$ cat config.mk
export PLATFORM = sky130hd
export DESIGN_NAME = gf163_reduce
export DESIGN_NICKNAME = d
export VERILOG_FILES = /design/src/rtl/gf163_pkg.sv /design/src/rtl/gf163_fold_step.sv /design/src/rtl/gf163_reduce.sv
export SDC_FILE = /design/constraint.sdc
export NUM_CORES = 1
export LEC_CHECK = 0
export CAP_MARGIN = 20
export CORE_ASPECT_RATIO = 0.7
export CORE_MARGIN = 3
export CORE_UTILIZATION = 25
export CTS_CLUSTER_DIAMETER = 100
export DETAILED_ROUTE_END_ITERATION = 8
export DONT_BUFFER_PORTS = 1
export HOLD_SLACK_MARGIN = 0.08
export PLACE_DENSITY_LB_ADDON = 0.2
export SYNTH_ARGS = -nofsm -noshare
export SYNTH_HDL_FRONTEND = slang
export SYNTH_SLANG_ARGS = --single-unit
$ cat constraint.sdc
create_clock -name clk -period 2.39 [get_ports clk]
set_clock_uncertainty 0.05 [all_clocks]
set_input_delay 0.478 -clock clk [delete_from_list [all_inputs] [get_ports clk]]
set_output_delay 0.478 -clock clk [all_outputs]
set_load 0.02 [all_outputs]
$ cat src/rtl/gf163_pkg.sv
// Shared constants, state encoding and fold-count helpers for the GF(2^163) reducer.
// f(x) = x^163 + x^7 + x^6 + x^3 + 1 is fixed here and not configurable.
package gf163_pkg;

    localparam int M       = 163;
    localparam int PROD_W  = 325;
    localparam int UPPER_W = PROD_W - M;  // 162 bits that must be folded away
    localparam int NTAPS   = 4;
    localparam int TAPS [NTAPS] = '{0, 3, 6, 7};

    typedef enum logic [1:0] {
        IDLE = 2'd0,
        FOLD = 2'd1,
        DONE = 2'd2
    } state_e;

    function automatic bit fold_bits_ok(input int fold_bits);
        return (fold_bits >= 1) && (fold_bits <= 156) && ((UPPER_W % fold_bits) == 0);
    endfunction

    // Falls back to 1 for illegal widths so elaboration reaches the explicit check
    function automatic int nfold(input int fold_bits);
        return fold_bits_ok(fold_bits) ? (UPPER_W / fold_bits) : 1;
    endfunction

endpackage

$ cat src/rtl/gf163_fold_step.sv
// One fold of FOLD_BITS upper bits: the chunk selected by cnt_i is cleared and
// re-injected at offsets -163+tap, which always lands strictly below the chunk.
module gf163_fold_step
    import gf163_pkg::*;
#(
    parameter int FOLD_BITS = 54,
    parameter int CNT_W     = 2
) (
    input  logic [PROD_W-1:0] r_i,
    input  logic [CNT_W-1:0]  cnt_i,
    output logic [PROD_W-1:0] r_o
);

    localparam int NFOLD    = nfold(FOLD_BITS);
    localparam int LSB_BASE = M + (NFOLD - 1) * FOLD_BITS;
    localparam logic [PROD_W-1:0] LOW_ONES =
        {{(PROD_W - FOLD_BITS){1'b0}}, {FOLD_BITS{1'b1}}};

    logic [8:0]        sh;
    logic [PROD_W-1:0] mask;
    logic [PROD_W-1:0] chunk;

    always_comb begin
        sh    = 9'(LSB_BASE - int'(cnt_i) * FOLD_BITS);
        mask  = LOW_ONES << sh;
        chunk = r_i & mask;
        r_o   = r_i & ~mask;
        // x^j = x^(j-163) * (1 + x^3 + x^6 + x^7)
        for (int i = 0; i < NTAPS; i++) begin
            r_o = r_o ^ (chunk >> (M - TAPS[i]));
        end
    end

endmodule

$ cat src/rtl/gf163_reduce.sv
// Multi-cycle reducer of a 325-bit carry-less product modulo x^163+x^7+x^6+x^3+1,
// one FOLD_BITS-wide chunk per cycle, with valid/ready on both sides.
module gf163_reduce
    import gf163_pkg::*;
#(
    parameter int FOLD_BITS = 54
) (
    input  logic              clk,
    input  logic              rst,
    input  logic              in_valid,
    output logic              in_ready,
    input  logic [PROD_W-1:0] in_prod,
    output logic              out_valid,
    input  logic              out_ready,
    output logic [M-1:0]      out_c
);

    localparam int NFOLD = nfold(FOLD_BITS);
    localparam int CNT_W = (NFOLD > 1) ? $clog2(NFOLD) : 1;
    localparam logic [CNT_W-1:0] CNT_LAST = CNT_W'(NFOLD - 1);

    if (!fold_bits_ok(FOLD_BITS)) begin : g_bad_fold_bits
        $fatal(1, "gf163_reduce: FOLD_BITS=%0d must divide 162 and be <= 156", FOLD_BITS);
    end

    state_e            state_q;
    logic [PROD_W-1:0] r_q;
    logic [PROD_W-1:0] r_d;
    logic [CNT_W-1:0]  cnt_q;

    gf163_fold_step #(
        .FOLD_BITS (FOLD_BITS),
        .CNT_W     (CNT_W)
    ) u_fold_step (
        .r_i   (r_q),
        .cnt_i (cnt_q),
        .r_o   (r_d)
    );

    always_ff @(posedge clk) begin
        if (rst) begin
            state_q <= IDLE;
            r_q     <= '0;
            cnt_q   <= '0;
        end else begin
            case (state_q)
                IDLE: begin
                    if (in_valid) begin
                        r_q     <= in_prod;
                        cnt_q   <= '0;
                        state_q <= FOLD;
                    end
                end
                FOLD: begin
                    r_q <= r_d;
                    if (cnt_q == CNT_LAST) begin
                        cnt_q   <= '0;
                        state_q <= DONE;
                    end else begin
                        cnt_q <= cnt_q + CNT_W'(1);
                    end
                end
                DONE: begin
                    if (out_ready) begin
                        state_q <= IDLE;
                    end
                end
                default: state_q <= IDLE;
            endcase
        end
    end

    assign in_ready  = (state_q == IDLE);
    assign out_valid = (state_q == DONE);
    assign out_c     = r_q[M-1:0];

endmodule

==> metrics.md, run 1 <==
| Metric | Value |
|---|---|
| Status | completed |
| RSZ-0062 raised after global routing | yes |
| Slew Viols, Final | 0 |
| Cell Area, Synth | 22600 sq um |
| First-pass GRT wire length | 131 mm |
| Synth cell types | 31 |
| Max Fanout on Critical Path | 14 |
| Clk_lat worst skew | 590 ps |
| Synth top area cells | dfxtp_1, xnor2_1, a21oi_1 |
| Max-slew headroom | 53.7% |
| Synth Area in XOR/XNOR | 21.1% |
| Synth cell count leaders | nand2_1, a21oi_1, xnor2_1 |
| Die area | 94000 sq um |
| Global route overflow | 0 |
| I/O pin cnt | 494 |
| Mapped Cells | 3087 |
| Setup TNS | 0 ps |
| Final setup viols | 0 |
| Top FF cell, synth | dfxtp_1 |
| Hold Path Class | in2reg |
| Post-synth top area share | 29.2% |
| Least-Margin Pin Slew | 695 ps |
| Net Count, Synth | 3423 |
| Reg-to-reg startpoint | state_q[0] |
| Post-synthesis adder-cell area fraction | 0.388% |
| Proportion of synthesized area in mux cells | 0% |
| Initial DRC count | 1133 |
| Clk sinks | 329 |
| Row count | 91 |
| Post-synthesis sequential element count | 329 |
| Finished Layout Cells | 4225 |
| Initial antenna violation count | 19 |
| Tot GR Track Use | 18.1% |
| Post-DP HPWL | 61.4 mm |
| Final hold vios | 0 |
| Starting density of the core | 25.4% |
| Largest net degree at the start of global routing | 217 |
| Crit path launch | state_q[0] |
| Crit path required time | 2880 ps |
| Placed cells | 3902 |
| Register area share after synthesis | 29.2% |
| CTS H-tree depth | 2 |
| Compound-Gate Fraction of Synth Area | 16.7% |
| Final nets | 3353 |
| Die Y | 257 um |
| Count leader, synth | nand2_1 |
| Max Cap Viol | 0 |
| Power Density | 683 nW/um^2 |
| Endpoint class of the critical path | flip-flop |
| Final worst slack | 105 ps |
| Critical path launch point type | flip-flop |
| Synth Area per Inst | 7.31 sq um |
| Vias in the first global route | 19418 |
| Cts bufs inserted | 43 |
| WP data arrival | 2770 ps |
| Share of layout cells above drive strength 1 | 5.05% |
| Pre-CTS setup slack | 209 ps |
| Root buffer selected by CTS | clkbuf_16 |
| Syn-to-layout area delta | 17.4% |
| Synth warn | 0 |
| P_leak | 0.00939 uW |
| Post-synth EDFFs | 0 |
| Setup CP Type | reg2reg |
| Total power | 18100 uW |
| WL/cell | 21.3 um |
| DR pass1 iterations | 5 |
| Die width | 365 um |
| Largest family of logic cells by synthesized area | simple AND/OR/NAND/NOR gates |
| Global placement routability congestion | 0.799 |
| FFs w/ async S/R, synth | 0% |
| CTS clk-pin slew, worst paths | 60 ps |
| Hold Worst Slack | 139 ps |
| Vias/cell | 4.73 |
| Routed Antenna Nets | 0 |
| Reg area | 6600 sq um |
| DRT Wirelength | 90.1 mm |
| Filler instances | 9721 |
| CTS max path bufs | 3 |
| HP Start | in_prod[155] |
| Vias | 19991 |
| # DRC | 0 |
| Tcrit/Tclk final | 95.6% |
| Fmax achieved | 438 MHz |
| Synth Area in Simple Gates | 22.6% |
| Maximum vdd drop | 0.000450 V |
| Buffers on Ports | 0 |
| Crit path time final | 2280 ps |
| Multi-input logic area | 13800 sq um |
| CTS tree | yes |
| CORE AREA | 88800 sq um |
| Post-synth top area cell | dfxtp_1 |
metal layers:
layer / GRT usage (%) / up-vias / wire length [um]
met4: 3.84 / 8 / 1460
li1: - / 9878 / -
met1: 26.4 / 9615 / 44500
met5: 0 / - / 56
met3: 4.58 / 79 / 5380
met2: 26.8 / 411 / 38700
placed cells by master (no fill, tap or decap), types with 3 or more instances in the layout:
cell and count:
nand2_1 579, a21oi_1 505, xnor2_1 392, dfxtp_1 326, dlygate4sd3_1 225, xor2_1 149
nor2b_1 137, nor2_1 129, o22ai_1 118, nand2b_1 99, nand3_1 50, nand3b_1 48
or3_1 47, a31oi_1 47, clkbuf_16 47, buf_4 35, buf_12 18, o21ai_0 14
clkbuf_8 13, diode_2 12, o211ai_1 7, clkbuf_1 7, o21ai_1 5, ha_4 4
inv_6 4, bufinv_16 4, a221oi_1 3, clkinvlp_4 3
power by group:
| group | switching, uW | total (uW) | internal [uW] |
|---|---|---|---|
| Clock | 2900 | 7080 | 4170 |
| Combinational | 2110 | 4070 | 1970 |
| Sequential | 1020 | 6930 | 5910 |
final cells by class:
cell class,instances,share of cell area [%]
antenna,12,0.113
clock inverter,16,0.808
sequential,329,24.9
multi-input combinational,2353,52.2
timing repair buffer,287,11.6
clock buffer,63,4.84
inverter,3,0.0425
tap,1162,5.49
path summary, 6_finish.rpt:
path	endpoint	slack (ps)	cells past startpoint
setup / recovery	r_q[126]	110	5
hold / removal	r_q[155]	140	4
setup reg to reg	r_q[126]	110	5
hold reg to reg	r_q[270]	450	2
state kept, by name (all words and copies together), names as in the netlist:
| register | flops |
|---|---|
| state_q | 2 |
| r_q | 325 |
| cnt_q | 2 |
worst max-delay path, stage by stage (launching register included):
cell and delay (ps):
dfxtp_4 450, nor2b_1 250, buf_4 270, nand2b_2 370, o22ai_1 280, dlygate4sd3_1 570
what timing repair did:
| item | CTS | global route |
|---|---|---|
| setup buffers | 0 | 2 |
| resized for setup | 0 | 18 |
| setup endpoints to repair | 0 | 61 |
| hold buffers | 226 | 0 |
| hold endpoints to repair | 329 | 0 |
metrics by stage:
stage          util, %  area, sq um
6_report          29.8        26500
2_1_floorplan        -        22600
3_5_place_dp      25.3        22500
3_3_place_gp      25.3        22500
4_1_cts           29.6        26200
5_1_grt           29.8        26500
kinds of logic after synthesis:
kind of cell | count (synthesis)
AO/OA/AOI/OAI | 705
XOR/XNOR | 542
adder cells (fa/ha/maj) | 7
buffers and inverters | 406
flip-flops | 329
AND/OR/NAND/NOR | 1098
Note: power is estimated with default switching activity, not from simulation.
==> run 2, diff against run 1 <==
RECOVER_POWER = 25   (was unset)
==> results of run 2 <==
Same layout as run 1: the final DEF is identical, and so are final timing and power.
==> run 3, diff against run 2 <==
ABC_AREA = 0   (was unset)
REMOVE_ABC_BUFFERS = 1   (was unset)
SKIP_CTS_REPAIR_TIMING = 1   (was unset)
==> run 3 against run 2 <==
Effect of this change:
- first-iteration DRC count up 16%
- critical path depth down 3
- flip-flop and latch count unchanged
- critical path type is now reg2out
- sequential power about the same
- fmax up 2.2%
- setup slack better by 48 ps
- largest power group is now registers
- non-clock buffer count down 78
- routed wire length down 4.4%
- combinational power down 5%
- highest routed layer unchanged
==> metrics.md, run 3 (synthesis gave the netlist of run 1 again) <==
| Metric | Value |
|---|---|
| # DRC | 0 (unchanged) |
| DRT Wirelength | 86.1 mm (-4.4%) |
| R2R cell count | 7 (+2) |
| Hold Worst Slack | 123 ps (-16.5 ps) |
| Routed Antenna Nets | 0 (unchanged) |
| Crit path time final | 2240 ps (-48.2 ps) |
| Vias in the first global route | 18407 (-5.2%) |
| Fmax achieved | 447 MHz (+2.2%) |
| Max-slew headroom | 32.3% (-21 points) |
| Die Y | 257 um (unchanged) |
| Buf+Inv Stages, Crit Path | 1 (-1) |
| Top delay family on crit path | flip-flops |
| Post-DP HPWL | 60.2 mm (-2.0%) |
| R2r setup slk | 230 ps (+120 ps) |
| Hold-critical path endpoint | r_q[165] |
| First-pass GRT wire length | 125 mm (-4.6%) |
| Clk sinks | 329 (unchanged) |
| Syn-to-layout area delta | 13.0% |
| Slew Viols, Final | 0 (unchanged) |
| Worst path depth | 2 (-3) |
| Power Density | 687 nW/um^2 (+0.66%) |
| Cts bufs inserted | 42 (-2.3%) |
| Vias | 19528 (-2.3%) |
| Tot GR Track Use | 17.3% (-0.81 points) |
| Max Fanout on Critical Path | 40 (+26) |
| Largest net degree at the start of global routing | 217 (unchanged) |
| WL/cell | 20.8 um (-2.6%) |
| CTS max path bufs | 3 (unchanged) |
| Least-Margin Pin Slew | 1010 ps (+317 ps) |
| Slowest-stage cell, CP | dfxtp_4 |
| Final worst slack | 154 ps (+48.2 ps) |
| CTS H-tree depth | 2 (unchanged) |
| CTS clk-pin slew, worst paths | 60 ps (about the same) |
| Share of layout cells above drive strength 1 | 4.51% (-0.54 points) |
| Top Registers | r_q: 325 flops, cnt_q: 2 flops, state_q: 2 flops |
| Clk pwr share | 38.3% (-0.8 points) |
| Comb power frac | 22.1% (-0.4 points) |
| Most frequent cells in the layout | nand2_1, a21oi_1, xnor2_1 |
| R2r endpoint | r_q[14] |
| Switching Fraction | 33.8% (+0.50 points) |
| Hold Path Class | in2reg |
| Final hold vios | 0 (unchanged) |
| Setup CP Type | reg2out |
| Vias/cell | 4.71 (-0.43%) |
| Buffers on Ports | 0 (unchanged) |
| Endpoint class of the critical path | primary output |
| Global placement routability congestion | 0.785 (-1.8%) |
| Max incr delay on CP | 570 ps (about the same) |
| Pre-CTS setup slack | 182 ps (-26.8 ps) |
| Status | completed |
| HP Start | in_prod[165] |
| Largest register FFs | 325 (unchanged) |
| Die area | 94000 sq um (unchanged) |
| Max Cap Viol | 0 (unchanged) |
| DR pass1 iterations | 5 (unchanged) |
| Starting density of the core | 25.4% (unchanged) |
| Seq pwr share | 39.5% (+1.2 points) |
| Crit-path cells | buf_6, nor2_1 |
| Initial antenna violation count | 18 (-1) |
| Root buffer selected by CTS | clkbuf_16 |
| Core Util, Final | 28.7% (-1.1 points) |
| Maximum vdd drop | 0.000407 V (-9.6%) |
| Hold path cells | 4 (unchanged) |
| Reg-to-reg startpoint | cnt_q[0] |
| Psw | 5930 uW (-1.6%) |
| Reg with most FFs | r_q |
| P_leak | 0.00884 uW (-5.8%) |
| WP data arrival | 1710 ps (-1060 ps) |
| Most common cell after layout, fill and taps aside | nand2_1 |
| Total power | 17500 uW (-3.1%) |
| Pint | 11600 uW (-3.8%) |
| Initial DRC count | 1312 (+16%) |
| Crit path required time | 1860 ps (-1020 ps) |
| Crit path launch | state_q[1] |
| I/O pin cnt | 494 (unchanged) |
| Clk_lat worst skew | 590 ps (about the same) |
| Final nets | 3273 (-2.4%) |
| CTS tree | yes |
| CORE AREA | 88800 sq um (unchanged) |
| Row count | 91 (unchanged) |
| Final setup viols | 0 (unchanged) |
| Tcrit/Tclk final | 93.6% (-2.0 points) |
| Die width | 365 um (unchanged) |
| Global route overflow | 0 (unchanged) |
| RSZ-0062 raised after global routing | no |
| Critical path launch point type | flip-flop |
-- run 3: layout make-up --
cell class              count  area [sq um]
well taps                1162          1450
diodes                     12          30.0
flip-flops and latches    329          6600
repair buffers            209          2240
clock buffers              56          1150
inverters                   3          11.3
fillers                  9816         63300
clock inverters            22           245
multi-input cells        2352         13800
-- run 3: per-stage QoR --
stage | setup TNS [ps] | cells | cell area, sq um
final | 0 | 4145 | 25500
after global routing | 0 | 4140 | 25500
after CTS | -12.2 | 3972 | 23800
after detailed placement | 0 | 3894 | 22400
after global placement | 0 | 3894 | 22400
after floorplan | -2538190 | 2684 | 20300
-- run 3: routing by layer --
layer | share of wire [%] | vias up | GRT usage, %
met4 | 1.5 | 10 | 4.52
met2 | 44 | 363 | 25.7
li1 | - | 9732 | -
met3 | 4.5 | 79 | 3.33
met5 | 0.073 | - | 0
met1 | 50 | 9344 | 25.4
-- run 3: power by group through the flow --
| stage | clock network [uW] | logic (uW) | registers [uW] |
|---|---|---|---|
| floorplan | 0 | 2760 | 6830 |
| global placement | 0 | 3580 | 7060 |
| detailed placement | 0 | 3590 | 7050 |
| CTS | 6940 | 3610 | 6930 |
| global route | 7160 | 4330 | 7000 |
| finish | 6720 | 3880 | 6930 |
-- run 3: worst reg2reg max path, stage by stage, from the launching register on --
cell     delay, ps
dfxtp_2        350
inv_1          140
ha_2           310
or3b_4         460
or3b_1         410
nand2_1        100
xnor2_1        130
o22ai_1         90
-- run 3: worst max-delay path by stage --
stage | end | slack [ps]
6_report | in_ready | 150
5_1_grt | in_ready | 40
3_5_place_dp | r_q[14] | 180
4_1_cts | in_ready | -10
3_3_place_gp | r_q[14] | 200
2_1_floorplan | r_q[168] | -10070
